## config.mk

```make
export PLATFORM = sky130hd
export DESIGN_NAME = bc_operand_chain_queue_flat
export DESIGN_NICKNAME = d
export VERILOG_FILES = /design/src/rtl/bc_operand_chain_queue_if.sv /design/src/rtl/bc_operand_chain_queue.sv /design/src/flat_wrapper.sv
export SDC_FILE = /design/constraint.sdc
export NUM_CORES = 1
export LEC_CHECK = 0
export ABC_AREA = 0
export CORE_ASPECT_RATIO = 0.6
export CORE_MARGIN = 2
export CORE_UTILIZATION = 45
export CTS_BUF_LIST = sky130_fd_sc_hd__clkbuf_4 sky130_fd_sc_hd__clkbuf_8
export DETAILED_ROUTE_END_ITERATION = 6
export DONT_BUFFER_PORTS = 1
export PLACE_DENSITY = 0.7
export SYNTH_ARGS = -nofsm -noshare
export SYNTH_HDL_FRONTEND = slang
export SYNTH_SLANG_ARGS = --single-unit
```

## constraint.sdc

```tcl
create_clock -name clk_i -period 3.22 [get_ports clk_i]
set_input_delay 0.644 -clock clk_i [delete_from_list [all_inputs] [get_ports clk_i]]
set_output_delay 0.644 -clock clk_i [all_outputs]
set_load 0.05 [all_outputs]
```

## src/rtl/bc_operand_chain_queue_if.sv

```systemverilog
// Broadcast operand queue bus: upstream element, per-consumer handshakes and next-lane forwarding.
// Latency: none, signal bundle only.
// Backpressure: carries bc_ready_o (upstream retire), cons_ready_i (local units) and bc_ready_i (next lane).
interface bc_operand_chain_queue_if #(
    parameter int unsigned DataWidth   = 64,
    parameter int unsigned Depth       = 2,
    parameter int unsigned NrConsumers = 2
);
    localparam int unsigned UsageWidth = $clog2(Depth + 1);

    // Control
    logic                   flush_i;

    // Upstream (previous lane or broadcast buffer)
    logic                   bc_valid_i;
    logic [DataWidth-1:0]   bc_data_i;
    logic                   bc_ready_o;

    // Downstream (next lane)
    logic                   bc_valid_o;
    logic [DataWidth-1:0]   bc_data_o;
    logic                   bc_ready_i;

    // Local consumers
    logic [NrConsumers-1:0] cons_en_i;
    logic [NrConsumers-1:0] cons_valid_o;
    logic [DataWidth-1:0]   cons_data_o;
    logic [NrConsumers-1:0] cons_ready_i;

    // Status
    logic [UsageWidth-1:0]  usage_o;
    logic [31:0]            perf_stall_cnt_o;

    // Environment side: drives the queue inputs, observes its outputs.
    modport master (
        output flush_i, bc_valid_i, bc_data_i, bc_ready_i, cons_en_i, cons_ready_i,
        input  bc_ready_o, bc_valid_o, bc_data_o, cons_valid_o, cons_data_o,
               usage_o, perf_stall_cnt_o
    );

    // Queue side.
    modport slave (
        input  flush_i, bc_valid_i, bc_data_i, bc_ready_i, cons_en_i, cons_ready_i,
        output bc_ready_o, bc_valid_o, bc_data_o, cons_valid_o, cons_data_o,
               usage_o, perf_stall_cnt_o
    );
endinterface

```

## src/rtl/bc_operand_chain_queue.sv

```systemverilog
// Broadcast operand queue: offers each upstream element to local consumers and forwards it through a FIFO.
// Latency: consumers see the element combinationally; the next lane sees it one cycle after retire.
// Backpressure: element retires once all enabled consumers took it and the FIFO is not full (BC_OPQUEUE_PERF_EN adds a stall counter).
module bc_operand_chain_queue #(
    parameter int unsigned DataWidth   = 64,
    parameter int unsigned Depth       = 2,
    parameter int unsigned NrConsumers = 2,
    parameter bit          IsLastLane  = 1'b0
) (
    input  logic                         clk_i,
    input  logic                         rst_ni,
    bc_operand_chain_queue_if.slave      bus
);

    localparam int unsigned UsageWidth = $clog2(Depth + 1);

    // Per-consumer tracking of who already took the element currently held upstream.
    logic [NrConsumers-1:0] taken_q, taken_d;
    logic [NrConsumers-1:0] cons_vld;
    logic [NrConsumers-1:0] cons_hs;
    logic [NrConsumers-1:0] cons_done;

    logic fifo_full;
    logic space;
    logic retire;

    // Offer the element to each enabled consumer that has not taken it yet; nothing is offered during flush.
    always_comb begin
        cons_vld  = bus.cons_en_i & ~taken_q & {NrConsumers{bus.bc_valid_i & ~bus.flush_i}};
        cons_hs   = cons_vld & bus.cons_ready_i;
        cons_done = ~bus.cons_en_i | taken_q | cons_hs;
    end

    // The full check deliberately ignores a same-cycle pop so bc_ready_i never reaches bc_ready_o,
    // which would otherwise build a combinational path along the whole lane chain.
    assign space  = IsLastLane | ~fifo_full;
    assign retire = bus.bc_valid_i & (&cons_done) & space & ~bus.flush_i;

    assign bus.bc_ready_o   = retire;
    assign bus.cons_valid_o = cons_vld;
    assign bus.cons_data_o  = bus.bc_data_i;

    // Remember handshakes until the element retires, so no consumer is offered it twice.
    always_comb begin
        taken_d = taken_q;
        if (bus.flush_i || retire) begin
            taken_d = '0;
        end else begin
            taken_d = taken_q | cons_hs;
        end
    end

    // Taken-state register.
    always_ff @(posedge clk_i or negedge rst_ni) begin
        if (!rst_ni) begin
            taken_q <= '0;
        end else begin
            taken_q <= taken_d;
        end
    end

    if (!IsLastLane) begin : g_fifo
        localparam int unsigned          PtrWidth = (Depth > 1) ? $clog2(Depth) : 1;
        localparam logic [PtrWidth-1:0]  LastPtr  = PtrWidth'(Depth - 1);
        localparam logic [UsageWidth-1:0] FullCnt = UsageWidth'(Depth);

        logic [DataWidth-1:0]  mem_q [Depth];
        logic [DataWidth-1:0]  mem_d [Depth];
        logic [PtrWidth-1:0]   wr_ptr_q, wr_ptr_d;
        logic [PtrWidth-1:0]   rd_ptr_q, rd_ptr_d;
        logic [UsageWidth-1:0] usage_q, usage_d;
        logic                  push;
        logic                  pop;

        assign fifo_full = (usage_q == FullCnt);
        assign push      = retire;
        assign pop       = (usage_q != '0) & bus.bc_ready_i;

        // Pointer/occupancy update; flush discards contents but a pop in the same cycle still happens.
        always_comb begin
            mem_d    = mem_q;
            wr_ptr_d = wr_ptr_q;
            rd_ptr_d = rd_ptr_q;
            usage_d  = usage_q;
            if (push) begin
                mem_d[wr_ptr_q] = bus.bc_data_i;
                wr_ptr_d        = (wr_ptr_q == LastPtr) ? '0 : wr_ptr_q + PtrWidth'(1);
            end
            if (pop) begin
                rd_ptr_d = (rd_ptr_q == LastPtr) ? '0 : rd_ptr_q + PtrWidth'(1);
            end
            case ({push, pop})
                2'b10:   usage_d = usage_q + UsageWidth'(1);
                2'b01:   usage_d = usage_q - UsageWidth'(1);
                default: usage_d = usage_q;
            endcase
            if (bus.flush_i) begin
                wr_ptr_d = '0;
                rd_ptr_d = '0;
                usage_d  = '0;
            end
        end

        // FIFO storage and pointer registers.
        always_ff @(posedge clk_i or negedge rst_ni) begin
            if (!rst_ni) begin
                for (int unsigned i = 0; i < Depth; i++) begin
                    mem_q[i] <= '0;
                end
                wr_ptr_q <= '0;
                rd_ptr_q <= '0;
                usage_q  <= '0;
            end else begin
                mem_q    <= mem_d;
                wr_ptr_q <= wr_ptr_d;
                rd_ptr_q <= rd_ptr_d;
                usage_q  <= usage_d;
            end
        end

        assign bus.bc_valid_o = (usage_q != '0);
        assign bus.bc_data_o  = mem_q[rd_ptr_q];
        assign bus.usage_o    = usage_q;
    end else begin : g_last
        // End of chain: nothing to forward, retire depends on the local consumers only.
        assign fifo_full      = 1'b0;
        assign bus.bc_valid_o = 1'b0;
        assign bus.bc_data_o  = '0;
        assign bus.usage_o    = '0;
    end

`ifdef BC_OPQUEUE_PERF_EN
    logic [31:0] stall_cnt_q, stall_cnt_d;

    // Count cycles an element waits upstream; saturate rather than wrap.
    always_comb begin
        stall_cnt_d = stall_cnt_q;
        if (bus.bc_valid_i && !retire && !bus.flush_i && (stall_cnt_q != '1)) begin
            stall_cnt_d = stall_cnt_q + 32'd1;
        end
    end

    // Stall counter register, cleared only by reset.
    always_ff @(posedge clk_i or negedge rst_ni) begin
        if (!rst_ni) begin
            stall_cnt_q <= '0;
        end else begin
            stall_cnt_q <= stall_cnt_d;
        end
    end

    assign bus.perf_stall_cnt_o = stall_cnt_q;
`else
    assign bus.perf_stall_cnt_o = '0;
`endif

endmodule

```

## src/flat_wrapper.sv

```systemverilog
// flat-port wrapper written by rule: the top's interface ports become plain ports
module bc_operand_chain_queue_flat 
#(
    parameter int unsigned DataWidth   = 64,
    parameter int unsigned Depth       = 2,
    parameter int unsigned NrConsumers = 2,
    parameter bit          IsLastLane  = 1'b0
)
  (clk_i, rst_ni, bus_flush_i, bus_bc_valid_i, bus_bc_data_i, bus_bc_ready_i, bus_cons_en_i, bus_cons_ready_i, bus_bc_ready_o, bus_bc_valid_o, bus_bc_data_o, bus_cons_valid_o, bus_cons_data_o, bus_usage_o, bus_perf_stall_cnt_o);
  bc_operand_chain_queue_if #(.DataWidth(DataWidth), .Depth(Depth), .NrConsumers(NrConsumers)) bus_i ();
  input  logic clk_i;
  input  logic rst_ni;
  input wire logic [$bits(bus_i.flush_i)-1:0] bus_flush_i;
  input wire logic [$bits(bus_i.bc_valid_i)-1:0] bus_bc_valid_i;
  input wire logic [$bits(bus_i.bc_data_i)-1:0] bus_bc_data_i;
  input wire logic [$bits(bus_i.bc_ready_i)-1:0] bus_bc_ready_i;
  input wire logic [$bits(bus_i.cons_en_i)-1:0] bus_cons_en_i;
  input wire logic [$bits(bus_i.cons_ready_i)-1:0] bus_cons_ready_i;
  output wire logic [$bits(bus_i.bc_ready_o)-1:0] bus_bc_ready_o;
  output wire logic [$bits(bus_i.bc_valid_o)-1:0] bus_bc_valid_o;
  output wire logic [$bits(bus_i.bc_data_o)-1:0] bus_bc_data_o;
  output wire logic [$bits(bus_i.cons_valid_o)-1:0] bus_cons_valid_o;
  output wire logic [$bits(bus_i.cons_data_o)-1:0] bus_cons_data_o;
  output wire logic [$bits(bus_i.usage_o)-1:0] bus_usage_o;
  output wire logic [$bits(bus_i.perf_stall_cnt_o)-1:0] bus_perf_stall_cnt_o;
  assign bus_i.flush_i = bus_flush_i;
  assign bus_i.bc_valid_i = bus_bc_valid_i;
  assign bus_i.bc_data_i = bus_bc_data_i;
  assign bus_i.bc_ready_i = bus_bc_ready_i;
  assign bus_i.cons_en_i = bus_cons_en_i;
  assign bus_i.cons_ready_i = bus_cons_ready_i;
  assign bus_bc_ready_o = bus_i.bc_ready_o;
  assign bus_bc_valid_o = bus_i.bc_valid_o;
  assign bus_bc_data_o = bus_i.bc_data_o;
  assign bus_cons_valid_o = bus_i.cons_valid_o;
  assign bus_cons_data_o = bus_i.cons_data_o;
  assign bus_usage_o = bus_i.usage_o;
  assign bus_perf_stall_cnt_o = bus_i.perf_stall_cnt_o;
  bc_operand_chain_queue #(.DataWidth(DataWidth), .Depth(Depth), .NrConsumers(NrConsumers), .IsLastLane(IsLastLane)) u_core (.clk_i(clk_i), .rst_ni(rst_ni), .bus(bus_i));
endmodule
```

After elaboration in Yosys (flattened, before gate mapping)
Cells that the tools add are included.

storage, ports and cells
  flip-flop bits (word level) = 134
  input bits = 73
  output and inout port bits = 166
  word-level logic and storage cells = 55

operators by class
  add/subtract/negate cells = 4
  $lt $le $gt $ge = 3
  equality and inequality tests = 3
  multiplexer cells = 15
  bitwise gates (word level) = 17
  reduce and logical (&&, ||, !) cells = 7

operators with widths
  cell                                                                          count
  64-bit two-way mux                                                            4
  128-bit bitwise mux                                                           1
  64-bit demux with 1-bit select                                                1
  2-bit AND                                                                     3
  1-bit two-way mux                                                             6
  2-bit bitwise OR                                                              3
  2-bit nonzero test                                                            3
  1-bit AND                                                                     5
  2-bit == test, second input constant                                          2
  2-bit >= comparator, second input constant                                    2
  2-bit two-way mux                                                             2
  1-bit NOT with 2-bit output                                                   2
  2-bit NOT                                                                     2
  2-bit one-hot mux with 2 select lines                                         1
  3-bit nonzero test                                                            1
  1-bit adder, second input constant                                            2
  2-bit by 1-bit adder with 2-bit output, second input constant                 1
  2-bit by 1-bit == test with 1-bit output, second input constant               1
  2-bit by 1-bit less-than comparator with 1-bit output, second input constant  1
  1-bit NOT                                                                     2
  2-bit AND reduction                                                           1
  2-bit by 1-bit subtractor with 2-bit output, second input constant            1
  1-bit logical AND                                                             1
  1-bit logical OR                                                              1

Longest topological paths before layout
  depth after elaboration = 12
  gate-level depth with buffers = 7
  mapped depth without buffers = 4

Worst setup path after synthesis
Ideal clock, no wire load.

  path kind = in2out
  from = input port bus_flush_i
  to = output port bus_bc_ready_o
  arrival time = 2.172 ns
  data required time = 2.576 ns
  path slack = 0.404 ns
  stages on the path = 4
  path buffers = 1
  cell sequence = buf_6 -> nand3b_1 -> nor2b_2 -> nor3_1

between the ends
  word-level cells in the longest chain between the ends = 9

ends and longest elaborated chain
  item                    RTL line                                                    text
  start, declared         flat_wrapper.sv:13                                          input wire logic [$bits(bus_i.flush_i)-1:0] bus_flush_i;
  1-bit NOT (*)           bc_operand_chain_queue.sv:29, bc_operand_chain_queue.sv:37
  1-bit AND               bc_operand_chain_queue.sv:29                                cons_vld = bus.cons_en_i & ~taken_q & {NrConsumers{bus.bc_valid_i & ~bus.flush_i}};
  2-bit AND               bc_operand_chain_queue.sv:29
  2-bit AND               bc_operand_chain_queue.sv:30                                cons_hs = cons_vld & bus.cons_ready_i;
  2-bit bitwise OR        bc_operand_chain_queue.sv:31                                cons_done = ~bus.cons_en_i | taken_q | cons_hs;
  2-bit AND reduction     bc_operand_chain_queue.sv:37                                assign retire = bus.bc_valid_i & (&cons_done) & space & ~bus.flush_i;
  1-bit AND (2 in a row)  bc_operand_chain_queue.sv:37
  1-bit AND (*)           bc_operand_chain_queue.sv:37
  end, declared           flat_wrapper.sv:19                                          output wire logic [$bits(bus_i.bc_ready_o)-1:0] bus_bc_ready_o;

Every way passes the cells marked *; elsewhere a longest branch is shown, timed or not.

Worst setup path in the final report
  from = register u_core.g_fifo.usage_q[1], in the netlist u_core.bus.usage_o[1]
  to = output port bus_bc_ready_o

between the ends
  word-level cells in the longest chain between the ends = 4

ends and longest elaborated chain
  item                    RTL line                       text
  start, declared         bc_operand_chain_queue.sv:71   logic [UsageWidth-1:0] usage_q, usage_d;
  start signal, assigned  bc_operand_chain_queue.sv:117  usage_q <= usage_d;
  2-bit == test           bc_operand_chain_queue.sv:75   assign fifo_full = (usage_q == FullCnt);
  1-bit NOT               bc_operand_chain_queue.sv:36   assign space = IsLastLane | ~fifo_full;
  1-bit AND (2 in a row)  bc_operand_chain_queue.sv:37

No other way between the ends.

==> impl_metrics.py <==
metrics = {
    "clock_network": {
        "clkLatencyLatePin_ns": 0.42,
        "cts_made_buffers": 17,
        "root_buffer": "clkbuf_8",
        "clock_sinks": 134,
        "clk_pin_slew_worst_paths_ns": 0.08,
        "cts_tree": "done",
        "h-tree-depth": 4,
        "cts_resized": 0,
        "clk_path_buf_depth": 2,
        "post_cts_buffers": 0,
    },
    "finish": {
        "area_growth_pct": -0.0937,
        "nNetsFinal": 497,
        "fin_util_pct": 46.0,
        "final_cell_area_sq_um": 6670,
        "fill_cells": 1270,
        "multi_input_area_sq_um": 2570,
        "final_cell_mix": "182 x mux2_2, 133 x dfrtp_1, 32 x conb_1",
        "final-seq-area_sq_um": 3350,
        "layout_commonest_cell": "mux2_2",
        "final_layout_size_suffix_gt1_share_pct": 54.8,
        "diodes": 0,
    },
    "die": {
        "num_io_pins": 239,
        "core_area_sq_um": 14500,
        "die_h_um": 98.3,
        "start_util_pct": 46.0,
        "rows": 34,
        "dieArea_sq_um": 15900,
        "die_x_um": 161,
    },
    "synthesis": {
        "synth.distinct_cells": 31,
        "synth_edf_count": 0,
        "synthArstFlopShare_pct": 100,
        "syn_area_per_cell_sq_um": 13.8,
        "postSynthCellCount": 483,
        "ys_seq_area_share_pct": 50.2,
        "yosys_warnings": 0,
        "ys_ff_latch": 134,
        "syn_area_sq_um": 6680,
        "synth_ff_type": "dfrtp_1",
    },
    "flow_run": {
        "drv_cap": 0,
    },
    "drt": {
        "drc": 0,
        "dr.pass1.iters": 4,
        "drt_wl_total_um": 12100,
        "ant_nets": 0,
        "routedWlPerCell_um": 19.1,
        "drt_iter0_markers": 177,
        "vias_per_cell": 5.15,
        "vias": 3267,
    },
    "worst_setup_path": {
        "cp-end-kind": "output pin",
        "path_max_fanout": 6,
        "startpoint_type": "flop",
        "criticalPathCategory": "flop to output pin",
        "worst_ep_arrival_time_ns": 2.00,
        "cp.required_ns": 2.58,
        "r2r-start": "u_core.bus.usage_o[1]",
        "startpoint": "u_core.bus.usage_o[1]",
    },
    "power_and_ir_drop": {
        "p_int_w": 0.00349,
        "swShare_pct": 38.0,
        "p_total_w": 0.00564,
        "p_comb_share_pct": 32.8,
        "cellPowerDensity_nw_per_um2": 845,
        "pwr-share-seq_pct": 41.3,
        "clkPwrFrac_pct": 25.9,
        "peakVddDrop_uv": 335,
        "switching_power_w": 0.00214,
        "leakagePower_nw": 2.92,
    },
    "timing": {
        "hold_viol_final": 134,
        "hold_ws_ns": -0.0816,
        "slew_headroom_pct": 59.2,
        "period_share_pct": 82.2,
        "finalSetupViolCount": 0,
        "worst_slew_pin_slew_ns": 0.612,
        "fin_crit_ns": 2.65,
        "finalMaxSlewViolations": 0,
        "fmax_mhz": 378,
        "rsz0062_at_grt": "false",
        "finalClockSkew_ns": 0.0129,
        "tns_ns": 0,
    },
    "place": {
        "port_buffers": 0,
        "gp_congestion": 0.769,
        "placed_area_sq_um": 6250,
        "dp_hpwl_um": 7730,
    },
    "global_route": {
        "antenna_found_initial": 0,
        "grt_pass1_vias": 3540,
        "overflow": 0,
        "grt_use_total_pct": 15.6,
        "grt_pass1_wl_um": 19400,
        "grt_max_degree": 135,
    },
    "hold_path": {
        "hold_class": "input pin to asynchronous set/reset pin",
    },
    "outcome": {
        "status": "finished, violations left",
        "violations": "hold timing",
    },
}
[flip-flops by register name (all words and copies together) (netlist names)]
signal	cells
u_core.bus.usage_o	2
u_core.g_fifo.rd_ptr_q	1
u_core.taken_q	2
u_core.g_fifo.mem_q	128
u_core.g_fifo.wr_ptr_q	1
[path summary, 6_finish.rpt]
path                                             to  slack, ns  cells past startpoint
setup / recovery                     bus_bc_ready_o       0.57                      4
max in group asynchronous   u_core.g_fifo.mem_q[35]       3.12                      0
hold / removal             u_core.g_fifo.mem_q[125]      -0.08                      0
min in group clk_i           u_core.g_fifo.rd_ptr_q       0.29                      1
hold reg to reg              u_core.g_fifo.mem_q[0]       0.50                      1
setup reg to reg            u_core.g_fifo.mem_q[98]       0.88                      5
[power groups by stage]
stage               Clock [W]  Sequential (W)  Combinational, W
CTS                   0.00151         0.00233           0.00187
floorplan                   0         0.00229           0.00199
global route          0.00161         0.00239           0.00193
finish                0.00146         0.00233           0.00185
detailed placement          0         0.00236           0.00186
global placement            0         0.00232           0.00183
[worst max-delay path, stage by stage, from the launching register on]
cell and delay [ns]:
dfrtp_1 0.70, inv_1 0.20, o221ai_2 0.39, nor3_1 0.10
buf_4 0.20
[per-layer routing]
metal / up-vias / wire length [um] / track usage [%]
met4: 0 / 71 / 4.46
met1: 1673 / 5140 / 18.5
met3: 6 / 1160 / 7.90
met2: 159 / 5720 / 25.2
met5: - / 0 / 0
li1: 1429 / - / -
[cells by family (layout without fill, tap and decap cells)]
logic type	after synthesis	in the layout	share of synthesized area, %
other	1	32	0.0562
AOI/OAI and AO/OA	11	11	1.18
DFF	134	134	50.2
xor gates and xnor gates	1	1	0.131
and+or+nand+nor	25	25	2.44
muxes	192	192	33.0
buffers and inverters	119	41	13.0
[cell usage after synthesis, types with 2 or more instances]
library cell	number	area share (%)
mux2_2	182	31
dfrtp_1	134	50
buf_4	96	11
mux2_4	10	2.2
buf_2	7	0.52
buf_6	7	1.2
clkbuf_1	7	0.39
nor2_1	5	0.28
nor3_1	4	0.30
a21oi_1	3	0.22
nand2b_1	3	0.28
a31oi_1	2	0.19
inv_1	2	0.11
nand2_1	2	0.11
nor2b_1	2	0.19
o21ai_0	2	0.15
[area by class of cell]
type	instances	share of cell area (%)
flip-flops and latches	134	50.3
multi-input cells	261	38.6
clock buffers	19	3.92
well taps	198	3.71
clock inverters	12	2.31
repair buffers	8	1.09
inverters	2	0.113
[through the flow]
step / instances / worst slack, ns
floorplan: 514 / 0.404
global placement: 603 / 0.932
detailed placement: 603 / 0.862
CTS: 634 / 0.534
global route: 634 / 0.458
finish: 634 / 0.575
(Power assumes the default switching activity.)
